==> config.mk <==
export PLATFORM = sky130hd
export DESIGN_NAME = hysteresis_saturating_counter_table
export DESIGN_NICKNAME = d
export VERILOG_FILES = /design/src/rtl/hysteresis_saturating_counter_table.sv
export SDC_FILE = /design/constraint.sdc
export NUM_CORES = 1
export LEC_CHECK = 0
export BUFFER_PORTS_ARGS = -buffer_cell sky130_fd_sc_hd__buf_2
export CAP_MARGIN = 25
export CORE_ASPECT_RATIO = 1.4
export CORE_MARGIN = 1.5
export CORE_UTILIZATION = 55
export CTS_BUF_LIST = sky130_fd_sc_hd__clkbuf_4
export DETAILED_ROUTE_END_ITERATION = 8
export GPL_TIMING_DRIVEN = 0
export PLACE_DENSITY = 0.85
export SYNTH_ARGS = -nofsm -noshare
export SYNTH_HDL_FRONTEND = slang
export SYNTH_SLANG_ARGS = --single-unit
==> constraint.sdc <==
create_clock -name clock -period 3.75 [get_ports clock]
set_input_delay 0.375 -clock clock [delete_from_list [all_inputs] [get_ports clock]]
set_output_delay 0.375 -clock clock [all_outputs]
set_load 0.005 [all_outputs]
==> src/rtl/hysteresis_saturating_counter_table.sv <==
// hysteresis_saturating_counter_table
// Table of DEPTH independent hysteresis saturating counters with one
// registered read port (1-cycle latency) and one update port.
// Each counter saturates at 0 and WIDTH-1. It jumps across the midpoint by
// COERCIVITY, so one disagreeing outcome does not flip a strong decision.
// Optional build macro HYSTERESIS_SATURATING_COUNTER_TABLE_BYPASS_EN selects
// write-first forwarding from a same-cycle update or clear to the read port.
// The default build is read-first.
module hysteresis_saturating_counter_table #(
  parameter int WIDTH      = 4,
  parameter int WIDTH_LOG2 = $clog2(WIDTH),
  parameter int DEPTH      = 16,
  parameter int DEPTH_LOG2 = (DEPTH > 1) ? $clog2(DEPTH) : 1,
  parameter int RESET      = 0,
  parameter int COERCIVITY = 1
) (
  input  logic                  clock,
  input  logic                  resetn,
  input  logic                  clear,
  input  logic                  read_enable,
  input  logic [DEPTH_LOG2-1:0] read_index,
  output logic                  read_valid,
  output logic [WIDTH_LOG2-1:0] read_count,
  output logic                  read_taken,
  input  logic                  update_enable,
  input  logic [DEPTH_LOG2-1:0] update_index,
  input  logic                  update_increment,
  input  logic                  update_decrement
);

  typedef logic [WIDTH_LOG2-1:0] count_t;

  localparam count_t MAX_VAL   = count_t'(WIDTH - 1);
  localparam count_t HALF_LOW  = count_t'(WIDTH / 2 - 1);
  localparam count_t HALF_HIGH = count_t'(WIDTH / 2);
  localparam count_t JUMP_HIGH = count_t'(WIDTH / 2 + COERCIVITY);
  localparam count_t JUMP_LOW  = count_t'(WIDTH / 2 - 1 - COERCIVITY);
  localparam count_t RESET_VAL = count_t'(RESET);
  localparam logic [DEPTH_LOG2:0] DEPTH_W = (DEPTH_LOG2 + 1)'(DEPTH);

  count_t table_q [DEPTH];
  logic   read_valid_q;
  count_t read_count_q;
  logic   read_taken_q;

  logic   update_hit;
  count_t update_cur;
  count_t update_next;
  count_t read_value_d;

  // One counter step. Increment has priority unless the counter is already at
  // the top, in which case a simultaneous decrement takes effect instead.
  function automatic count_t next_count(input count_t value, input logic inc,
                                        input logic dec);
    if (inc && value != MAX_VAL)
      return (value == HALF_LOW) ? JUMP_HIGH : value + 1'b1;
    else if (dec && value != '0)
      return (value == HALF_HIGH) ? JUMP_LOW : value - 1'b1;
    else
      return value;
  endfunction

  // Select the addressed entry and compute its post-update value.
  always_comb begin
    // NOTE: every comb output is assigned up front so no path can leave it
    // unassigned and infer a latch.
    update_hit  = update_enable && ({1'b0, update_index} < DEPTH_W);
    update_cur  = update_hit ? table_q[update_index] : RESET_VAL;
    update_next = next_count(update_cur, update_increment, update_decrement);
  end

  // Value presented to the read register; an out-of-range index reads RESET.
  always_comb begin
    read_value_d = ({1'b0, read_index} < DEPTH_W) ? table_q[read_index] : RESET_VAL;
`ifdef HYSTERESIS_SATURATING_COUNTER_TABLE_BYPASS_EN
    if (clear)
      read_value_d = RESET_VAL;
    else if (update_hit && update_index == read_index)
      read_value_d = update_next;
`endif
  end

  // Counter storage: async reset and sync clear restore RESET; clear drops updates.
  always_ff @(posedge clock or negedge resetn) begin
    // NOTE: the table is built from flops rather than a RAM macro because every
    // entry must return to RESET on both resetn and clear.
    if (!resetn) begin
      for (int i = 0; i < DEPTH; i++) table_q[i] <= RESET_VAL;
    end else if (clear) begin
      for (int i = 0; i < DEPTH; i++) table_q[i] <= RESET_VAL;
    end else if (update_hit) begin
      // NOTE: non-blocking assignment, so the read port and update logic in this
      // cycle both see the pre-edge table contents.
      table_q[update_index] <= update_next;
    end
  end

  // Registered read port: valid follows the request, data holds when idle.
  always_ff @(posedge clock or negedge resetn) begin
    if (!resetn) begin
      read_valid_q <= 1'b0;
      read_count_q <= '0;
      read_taken_q <= 1'b0;
    end else begin
      read_valid_q <= read_enable;
      if (read_enable) begin
        read_count_q <= read_value_d;
        read_taken_q <= (read_value_d >= HALF_HIGH);
      end
    end
  end

  assign read_valid = read_valid_q;
  assign read_count = read_count_q;
  assign read_taken = read_taken_q;

endmodule

==> results.toml, run 1 <==
[worst_hold_path]
hold_class = "input pin to async pin"

[floorplanning]
core_sq_um = 4270
num_rows = 28
die_area_sq_um = 4920
die_x_um = 59.7
ios = 19
start_util = 0.579
die_y_um = 82.4

[sta]
fin_ws_ns = 0.275
max_slew_margin = 0.457
hold_slack_ns = 0.107
period_share = 0.927
hold_violations = 0
setup_viol = 0
skew_ns = 0.00703
tightestPinTransition_ns = 0.814
rsz0062_at_grt = "false"
layout_min_cycle_time_ns = 3.48
max_freq_mhz = 288
drv_slew = 0

[pwr]
p_leak_nw = 1.11
power_density_nw_per_um2 = 274
vdd_drop_max_v = 0.000184

[placed_design]
io_buffer_count = 14
hpwl_um = 4720
gp_congestion = 0.962
placed_area_sq_um = 2620
place_ws_ns = -0.0144

[setup_path]
cp_cell_sequence = "mux2_2 > o22ai_1 > a21oi_1 > a21oi_2 > buf_4 > inv_1 > ha_1 > nand2b_1 > nor3_1 > clkbuf_1 > a21oi_1 > o21ai_0"
crit_arrival_ns = 3.74
rrSetupSlack_ns = 0.27
crit_path_start_kind = "register"
slowest_delay_ns = 0.65
cp.buffers_inverters = 3
startpoint = "table_q[0]"
r2r_start = "table_q[0]"
crit_path_frequent_cell = "a21oi_1"
path_class = "register to register"
required_ns = 4.02
slowest_stage = "nor3_1"
cp_max_fo = 10
end_kind = "register"
crit_family = "simple AND/OR/NAND/NOR gates"

[logic_synthesis]
ys_warn_count = 0
syn_area_sq_um = 2480
syn-mean-instance-area_sq_um = 10.4
ys_async_sr_fraction = 1.00
synth.most_common_cell = "dfrtp_1"
synth_common_cells = "36 x dfrtp_1, 28 x nand2b_1, 25 x mux2i_1"
synth-edff-count = 0
synthCells = 238
yosys.area.top_type_share = 0.364
ys_seq_area_frac = 0.364
synth.largest_area_cell = "dfrtp_1"
synth.top_cells.by_area = "dfrtp_1 36%, mux2i_1 10%, mux4_2 9.1%"
mappedNetlistNets = 256
synth_flop_cell = "dfrtp_1"
ys_types = 42
synth_seq_cells = 36

[global_routing]
track_usage = 0.274
grt_start_max_net_pins = 37
antenna_found_initial = 0
first_global_vias = 1961
grt_overflow = 0
grt_first_pass_wirelength_um = 9780

[clock_tree]
clock_path_buffers = 2
tritoncts = "built"
ctsHoldBuffers = 0
clock_latency_ns = 0.35
clockRootBuffer = "clkbuf_4"
cts_setup_buffers = 0
htree_levels = 2
clk_pin_slew_worst_paths_ns = 0.10
ctsResizeCount = 0
cts_sinks = 36
cts-buffers-inserted = 5

[routing]
detail-route-antenna-nets = 0
drc = 0
wirelength_um = 6120
viasPerCell = 6.16
vias = 1966
wl_per_cell_um = 19.2
drtIter0Drc = 109
drt_pre_antenna_iters = 4

[layout]
final_util = 0.625
area_delta_synth_final_pct = 7.88
layout-drive-gt1-share = 0.185
finalNetCount = 277
stdcell_area_sq_um = 2670
antennaDiodeCount = 0
final.fill_count = 398

[outcome]
status = "finished clean"

[flow_run]
cap_violations = 0
==> registers in the layout, summed over array words and instances (netlist names) <==
| name | count |
|---|---|
| read_valid | 1 |
| table_q | 32 |
| read_taken | 1 |
| read_count | 2 |
==> metal layers <==
| metal | global-route usage | up-vias | share of wire |
|---|---|---|---|
| met2 | 0.464 | 76 | 0.53 |
| met5 | 0 | - | 0 |
| met1 | 0.327 | 957 | 0.38 |
| li1 | - | 912 | - |
| met3 | 0.0467 | 21 | 0.047 |
| met4 | 0.144 | 0 | 0.043 |
==> report_power, final <==
part | internal (mW) | switching, mW
Sequential | 0.393 | 0.00445
Combinational | 0.0517 | 0.0786
Clock | 0.0763 | 0.127
==> metrics by stage <==
stage | TNS [ns] | std cells | total power, mW
floorplan | 0 | 238 | 0.491
global placement | 0 | 312 | 0.532
detailed placement | -0.0263 | 312 | 0.535
CTS | 0 | 319 | 0.734
global route | 0 | 319 | 0.762
finish | 0 | 319 | 0.732
==> final cells by class <==
type                    count  area, sq um  area share
multi-input cells         183         1470       0.548
well taps                  60         75.1      0.0281
plain buffers              15         95.1      0.0356
inverters                   4         15.0     0.00562
flip-flops and latches     36          901       0.337
repair buffers             14         70.1      0.0262
clock inverters             1         5.00     0.00187
clock buffers               6         45.0      0.0169
==> final timing paths <==
| kind | end | cells after the start |
|---|---|---|
| hold reg to reg | read_count[0] | 1 |
| setup reg to reg | table_q[12] | 12 |
| max in group asynchronous | table_q[0] | 1 |
| hold / removal | table_q[23] | 1 |
| setup / recovery | table_q[12] | 12 |
| min in group clock | read_valid | 1 |
==> cells in the final DEF, fill, tap and decap left out, drive strengths merged <==
master	n
buf	21
nand4bb	1
mux2	5
o211ai	1
nor3	1
a22o	1
o311ai	2
dfrtp	36
o2bb2ai	1
or4b	1
a211oi	3
ha	3
nand3b	11
nor2	11
nand2	7
mux2i	26
nor3b	12
or3	4
nand2b	28
o21ai	16
or2	1
o22a	1
nor2b	10
o311a	1
mux4	10
a21oi	13
inv	4
nand3	4
a22oi	1
o22ai	1
clkbuf	14
o31ai	4
nor4	1
or3b	2
clkinv	1
==> logic make-up after synthesis <==
group / Yosys count / synth area share
AO/OA/AOI/OAI: 45 / 0.116
adder cells (fa/ha/maj): 3 / 0.0152
buffers and inverters: 19 / 0.0445
flip-flops: 36 / 0.364
multiplexers: 41 / 0.224
AND/OR/NAND/NOR: 94 / 0.236
No activity file was read; power rests on OpenSTA's default activity.
==> run 2, diff against run 1 <==
--- a/config.mk
+++ b/config.mk
@@ -5,6 +5,7 @@
 export SDC_FILE = /design/constraint.sdc
 export NUM_CORES = 1
 export LEC_CHECK = 0
+export ABC_AREA = 1
 export BUFFER_PORTS_ARGS = -buffer_cell sky130_fd_sc_hd__buf_2
 export CAP_MARGIN = 25
 export CORE_ASPECT_RATIO = 1.4
==> results.toml, run 2 <==
[sta]
period_share = 0.606
hold_slack_ns = 0.110
max_freq_mhz = 440
tightestPinTransition_ns = 0.828
layout_min_cycle_time_ns = 2.27
max_slew_margin = 0.448
rsz0062_at_grt = "false"
setup_viol = 0
skew_ns = 0.0165
hold_violations = 0
fin_tns_setup_ns = 0
drv_slew = 0

[routing]
vias = 2516
drc = 0
wl_per_cell_um = 16.0
drtIter0Drc = 218
wirelength_um = 6770
drt_pre_antenna_iters = 5
detail-route-antenna-nets = 0
viasPerCell = 5.95

[clock_tree]
clock_latency_ns = 0.35
cts-buffers-inserted = 5
clk_pin_slew_worst_paths_ns = 0.12
cts_setup_buffers = 0
clock_path_buffers = 2
tritoncts = "built"
ctsResizeCount = 0
clockRootBuffer = "clkbuf_4"
cts_sinks = 36
htree_levels = 2
ctsHoldBuffers = 0

[logic_synthesis]
synthAdderAreaFrac = 0.0156
synthMuxAreaShare = 0
synth.largest_area_cell = "dfrtp_1"
synth.top_cells.by_area = "dfrtp_1 38%, nand2_1 26%, o21ai_0 4.4%"
ys_async_sr_fraction = 1.00
synth_flop_cell = "dfrtp_1"
synthCells = 355
synth-edff-count = 0
ys_warn_count = 0
synth_common_cells = "167 x nand2_1, 36 x dfrtp_1, 24 x inv_1"
syn-mean-instance-area_sq_um = 6.76
yosys.area.top_type_share = 0.375
ys_seq_area_frac = 0.375
synthSimpleGateAreaFrac = 0.400
syn_area_sq_um = 2400
synth_xor_area_frac = 0
synth_compound_area_frac = 0.124
ys_types = 31
mappedNetlistNets = 373
synth_seq_cells = 36
synth.most_common_cell = "nand2_1"
synth_top_family_by_area = "simple AND/OR/NAND/NOR gates"

[setup_path]
crit_path_frequent_cell = "nand2_1"
r2r_end = "table_q[28]"
cp_max_fo = 10
crit_path_start_kind = "register"
rrSetupSlack_ns = 1.48
required_ns = 4.04
slowest_stage = "dfrtp_1"
crit_arrival_ns = 2.56
cp.buffers_inverters = 3
cp_cell_sequence = "nand2_1 > nand2_1 > nand2_1 > nand2_1 > nand2_1 > nand2_1 > o21ai_2 > inv_1 > ha_1 > nor2_1 > inv_1 > or2_2 > nand2_4 > buf_8 > nand2_1 > nand2_1"
r2r_start = "table_q[9]"
crit_family = "simple AND/OR/NAND/NOR gates"
slowest_delay_ns = 0.43
path_class = "register to register"
startpoint = "table_q[9]"
worst-r2r-cell-count = 16
end_kind = "register"

[layout]
largest_reg_flops = 32
area_delta_synth_final_pct = 8.81
layout-drive-gt1-share = 0.122
finalNetCount = 395
final.fill_count = 393
final_cell_mix = "167 x nand2_1, 36 x dfrtp_1, 24 x inv_1"
final_common_cell = "nand2_1"
top_register = "table_q"
antennaDiodeCount = 0

[global_routing]
antenna_found_initial = 0
grt_overflow = 0
track_usage = 0.297
first_global_vias = 2322
grt_start_max_net_pins = 37
grt_first_pass_wirelength_um = 10700

[pwr]
p_sw_frac = 0.280
switchingPower_mw = 0.224
power_frac_clock = 0.347
p_leak_nw = 1.43
finalPower_mw = 0.802
vdd_drop_max_v = 0.000181
p_int_mw = 0.578
seq_power_share = 0.497
combPwrFrac = 0.156
power_density_nw_per_um2 = 307

[floorplanning]
die_y_um = 81.2
ios = 19
die_x_um = 58.8
die_area_sq_um = 4780
num_rows = 28
core_sq_um = 4200
start_util = 0.571

[flow_run]
cap_violations = 0

[worst_hold_path]
hold_class = "input pin to async pin"

[placed_design]
gp_congestion = 0.938
io_buffer_count = 15
hpwl_um = 4830

[outcome]
status = "finished clean"
-- run 2: cell types whose count changed after synthesis, sizes merged, moves of 8 or more --
cell    change
a31oi      +13
inv        +24
mux2i      -26
mux4       -10
nand2     +167
nand2b     -28
nand3b     -11
nor2       +13
nor2b      -10
nor3        +8
nor3b      -12
-- run 2: worst register-to-register path: stages, from the launching register on --
cell and delay [ns]:
dfrtp_1 0.43, nand2_1 0.08, nand2_1 0.05, nand2_1 0.05
nand2_1 0.05, nand2_1 0.05, nand2_1 0.09, o21ai_2 0.20
inv_1 0.09, ha_1 0.20, nor2_1 0.14, inv_1 0.09
or2_2 0.30, nand2_4 0.13, buf_8 0.16, nand2_1 0.07
nand2_1 0.06
-- run 2: final cells by class --
| class | instances | area, sq um | share of cell area |
|---|---|---|---|
| Clock inverter | 2 | 35.0 | 0.0134 |
| Tap cell | 45 | 56.3 | 0.0216 |
| Clock buffer | 6 | 45.0 | 0.0172 |
| Timing Repair Buffer | 15 | 75.1 | 0.0287 |
| Multi-Input combinational cell | 278 | 1290 | 0.495 |
| Sequential cell | 36 | 901 | 0.345 |
| Inverter | 28 | 110 | 0.0421 |
| Buffer | 13 | 96.3 | 0.0369 |
-- run 2: through the flow --
step	setup WS, ns	utilization	area (sq um)	std cells
2_1_floorplan	1.54	-	2400	355
3_3_place_gp	1.25	0.602	2530	415
3_5_place_dp	1.21	0.602	2530	415
4_1_cts	1.49	0.621	2610	423
5_1_grt	1.29	0.621	2610	423
6_report	1.48	0.621	2610	423
-- run 2: worst max path at each step --
| stage | to | slack, ns | cells past startpoint |
|---|---|---|---|
| after CTS | table_q[28] | 1.49 | 16 |
| final | table_q[28] | 1.48 | 16 |
| after floorplan | table_q[10] | 1.54 | 20 |
| after global routing | table_q[28] | 1.29 | 16 |
| after detailed placement | table_q[10] | 1.21 | 20 |
| after global placement | table_q[12] | 1.25 | 20 |
-- run 2: power by group through the flow --
stage / sequential, mW / clock [mW] / combinational (mW)
after global placement: 0.406 / 0 / 0.119
after floorplan: 0.406 / 0 / 0.0749
after CTS: 0.399 / 0.282 / 0.122
after detailed placement: 0.406 / 0 / 0.122
final: 0.399 / 0.278 / 0.125
after global routing: 0.400 / 0.294 / 0.136
-- run 2: cells by family (layout without fill, tap and decap cells) --
group	after synthesis	in the layout
AOI/OAI and AO/OA	51	51
adders and majority gates	3	3
buffers and inverters	41	64
DFF	36	36
and+or+nand+nor	224	224
-- run 2: per-layer routing --
metal  global-route usage  share of wire  wire, um
met5                    0              0         0
met2                0.484           0.47      3210
met1                0.360           0.39      2620
met4                0.198          0.050       340
met3               0.0398          0.088       594
==> run 3, diff against run 2 <==
--- a/config.mk
+++ b/config.mk
@@ -5,7 +5,7 @@
 export SDC_FILE = /design/constraint.sdc
 export NUM_CORES = 1
 export LEC_CHECK = 0
-export ABC_AREA = 1
+export ABC_AREA = 0
 export BUFFER_PORTS_ARGS = -buffer_cell sky130_fd_sc_hd__buf_2
 export CAP_MARGIN = 25
 export CORE_ASPECT_RATIO = 1.4
==> constraint.sdc (replaced) <==
create_clock -name clock -period 2.17 [get_ports clock]
set_input_delay 0.217 -clock clock [delete_from_list [all_inputs] [get_ports clock]]
set_output_delay 0.217 -clock clock [all_outputs]
set_load 0.005 [all_outputs]
==> results.toml, run 3 (same netlist as run 1, synthesis figures left out) <==
[outcome]
status = "complete, but fails checks"
violations = "negative setup slack"

[pwr]
vdd_drop_max_v = 0.000328
power_density_nw_per_um2 = 451
p_leak_nw = 1.28

[routing]
viasPerCell = 6.32
drtIter0Drc = 156
drc = 0
wl_per_cell_um = 20.0
wirelength_um = 6870
drt_pre_antenna_iters = 4
vias = 2174
detail-route-antenna-nets = 0

[worst_hold_path]
hold_depth = 3
hold-path-endpoint = "read_count[0]"
hold_class = "input pin to register"
hold_start = "read_index[3]"

[sta]
setup_viol = 32
fin_tns_setup_ns = -15.44
max_freq_mhz = 353
layout_min_cycle_time_ns = 2.83
period_share = 1.31
rsz0062_at_grt = "true"
skew_ns = 0.0148
hold_violations = 0
max_slew_margin = 0.454
drv_slew = 0
tightestPinTransition_ns = 0.819
fin_ws_ns = -0.662

[clock_tree]
clk_pin_slew_worst_paths_ns = 0.12
clock_latency_ns = 0.37
cts_sinks = 36
cts-buffers-inserted = 5
clock_path_buffers = 2
clockRootBuffer = "clkbuf_4"
htree_levels = 2
tritoncts = "built"

[floorplanning]
num_rows = 28
die_y_um = 82.4
start_util = 0.579
die_area_sq_um = 4920
core_sq_um = 4270
ios = 19
die_x_um = 59.7

[layout]
layout-drive-gt1-share = 0.324
final_cell_mix = "36 x dfrtp_1, 27 x nand2b_1, 24 x mux2i_1"
top_register = "table_q"
area_delta_synth_final_pct = 23.6
final.fill_count = 317
largest_reg_flops = 32
finalNetCount = 301
antennaDiodeCount = 0
final_common_cell = "dfrtp_1"

[setup_path]
slowest_stage = "or4b_4"
r2r_start = "table_q[23]"
slowest_delay_ns = 0.50
cp_max_fo = 6
rrSetupSlack_ns = -0.66
worst-r2r-cell-count = 11
path_class = "register to register"
crit_arrival_ns = 3.12
end_kind = "register"
crit_path_start_kind = "register"
cp_cell_sequence = "mux2i_2 > o2bb2ai_2 > or3b_4 > o22a_1 > ha_4 > nand3b_1 > nand4bb_1 > or4b_4 > o311a_4 > buf_8 > mux2i_1"
required_ns = 2.46
r2r_end = "table_q[7]"

[global_routing]
grt_first_pass_wirelength_um = 10400
grt_overflow = 0
track_usage = 0.295
grt_start_max_net_pins = 37
first_global_vias = 2078
antenna_found_initial = 0

[placed_design]
gp_congestion = 0.926
io_buffer_count = 14
place_ws_ns = -1.01
hpwl_um = 4570

[flow_run]
cap_violations = 0
-- run 3: cell count changes in the layout (fill, tap and decap cells not counted), sizes merged, moves of 11 or more --
cell / before / now
nand3b: 0 / 11
mux2i: 0 / 26
nand2: 174 / 7
inv: 28 / 4
buf: 21 / 42
nor2: 24 / 11
nor3b: 0 / 12
nand2b: 0 / 28
a31oi: 13 / 0
-- run 3: where the power goes --
| part | total, mW | switching, mW | internal [mW] |
|---|---|---|---|
| logic | 0.323 | 0.171 | 0.152 |
| registers | 0.688 | 0.00754 | 0.680 |
| clock network | 0.370 | 0.246 | 0.124 |
| total | 1.38 | 0.424 | 0.956 |
-- run 3: area by class of cell --
type	count	area, sq um	share of cell area
buffer	15	126	0.0413
clock buffer	5	37.5	0.0123
clock inverter	3	18.8	0.00613
inverter	4	15.0	0.00491
multi-input combinational	183	1590	0.521
sequential	36	901	0.294
tap	60	75.1	0.0245
timing repair buffer	38	293	0.0957
-- run 3: stage by stage --
stage,utilization,total power [mW],hold slack (ns),cells,cell area [sq um]
finish,0.716,1.38,0.328,344,3060
global route,0.716,1.43,0.353,344,3060
CTS,0.694,1.36,0.00909,337,2970
detailed placement,0.628,0.942,0.359,312,2680
global placement,0.628,0.935,0.359,312,2680
floorplan,-,0.862,-0.0786,238,2540
-- run 3: worst max-delay path, delay by kind of cell (launching register included) --
kind                       cells  cell delay (ns)
adders and majority gates      1             0.24
muxes                          2             0.26
DFF                            1             0.43
AOI/OAI and AO/OA              3             0.61
buffers and inverters          1             0.15
and+or+nand+nor                4             1.08
-- run 3: how the worst max path moves through the flow --
| stage | startpoint | to | slack (ns) |
|---|---|---|---|
| after floorplan | update_index[0] | table_q[21] | -0.64 |
| after global routing | table_q[2] | table_q[1] | -0.73 |
| after global placement | update_index[0] | table_q[5] | -0.99 |
| final | table_q[23] | table_q[7] | -0.66 |
| after detailed placement | update_index[0] | table_q[7] | -1.01 |
| after CTS | table_q[21] | table_q[7] | -0.61 |
-- run 3: layer usage --
layer  wire length (um)  GRT usage
met5                  0          0
met2               3600      0.504
met4                350      0.162
met1               2480      0.348
met3                431     0.0467
-- run 3: what timing repair did --
item | CTS | global route
endpoints found under the setup margin | 32 | 32
gates cloned | 2 | 0
hold endpoints to repair | 36 | 1
hold buffers | 1 | 1
resized for setup | 25 | 10
pin swaps | 10 | 3
setup buffers | 14 | 6
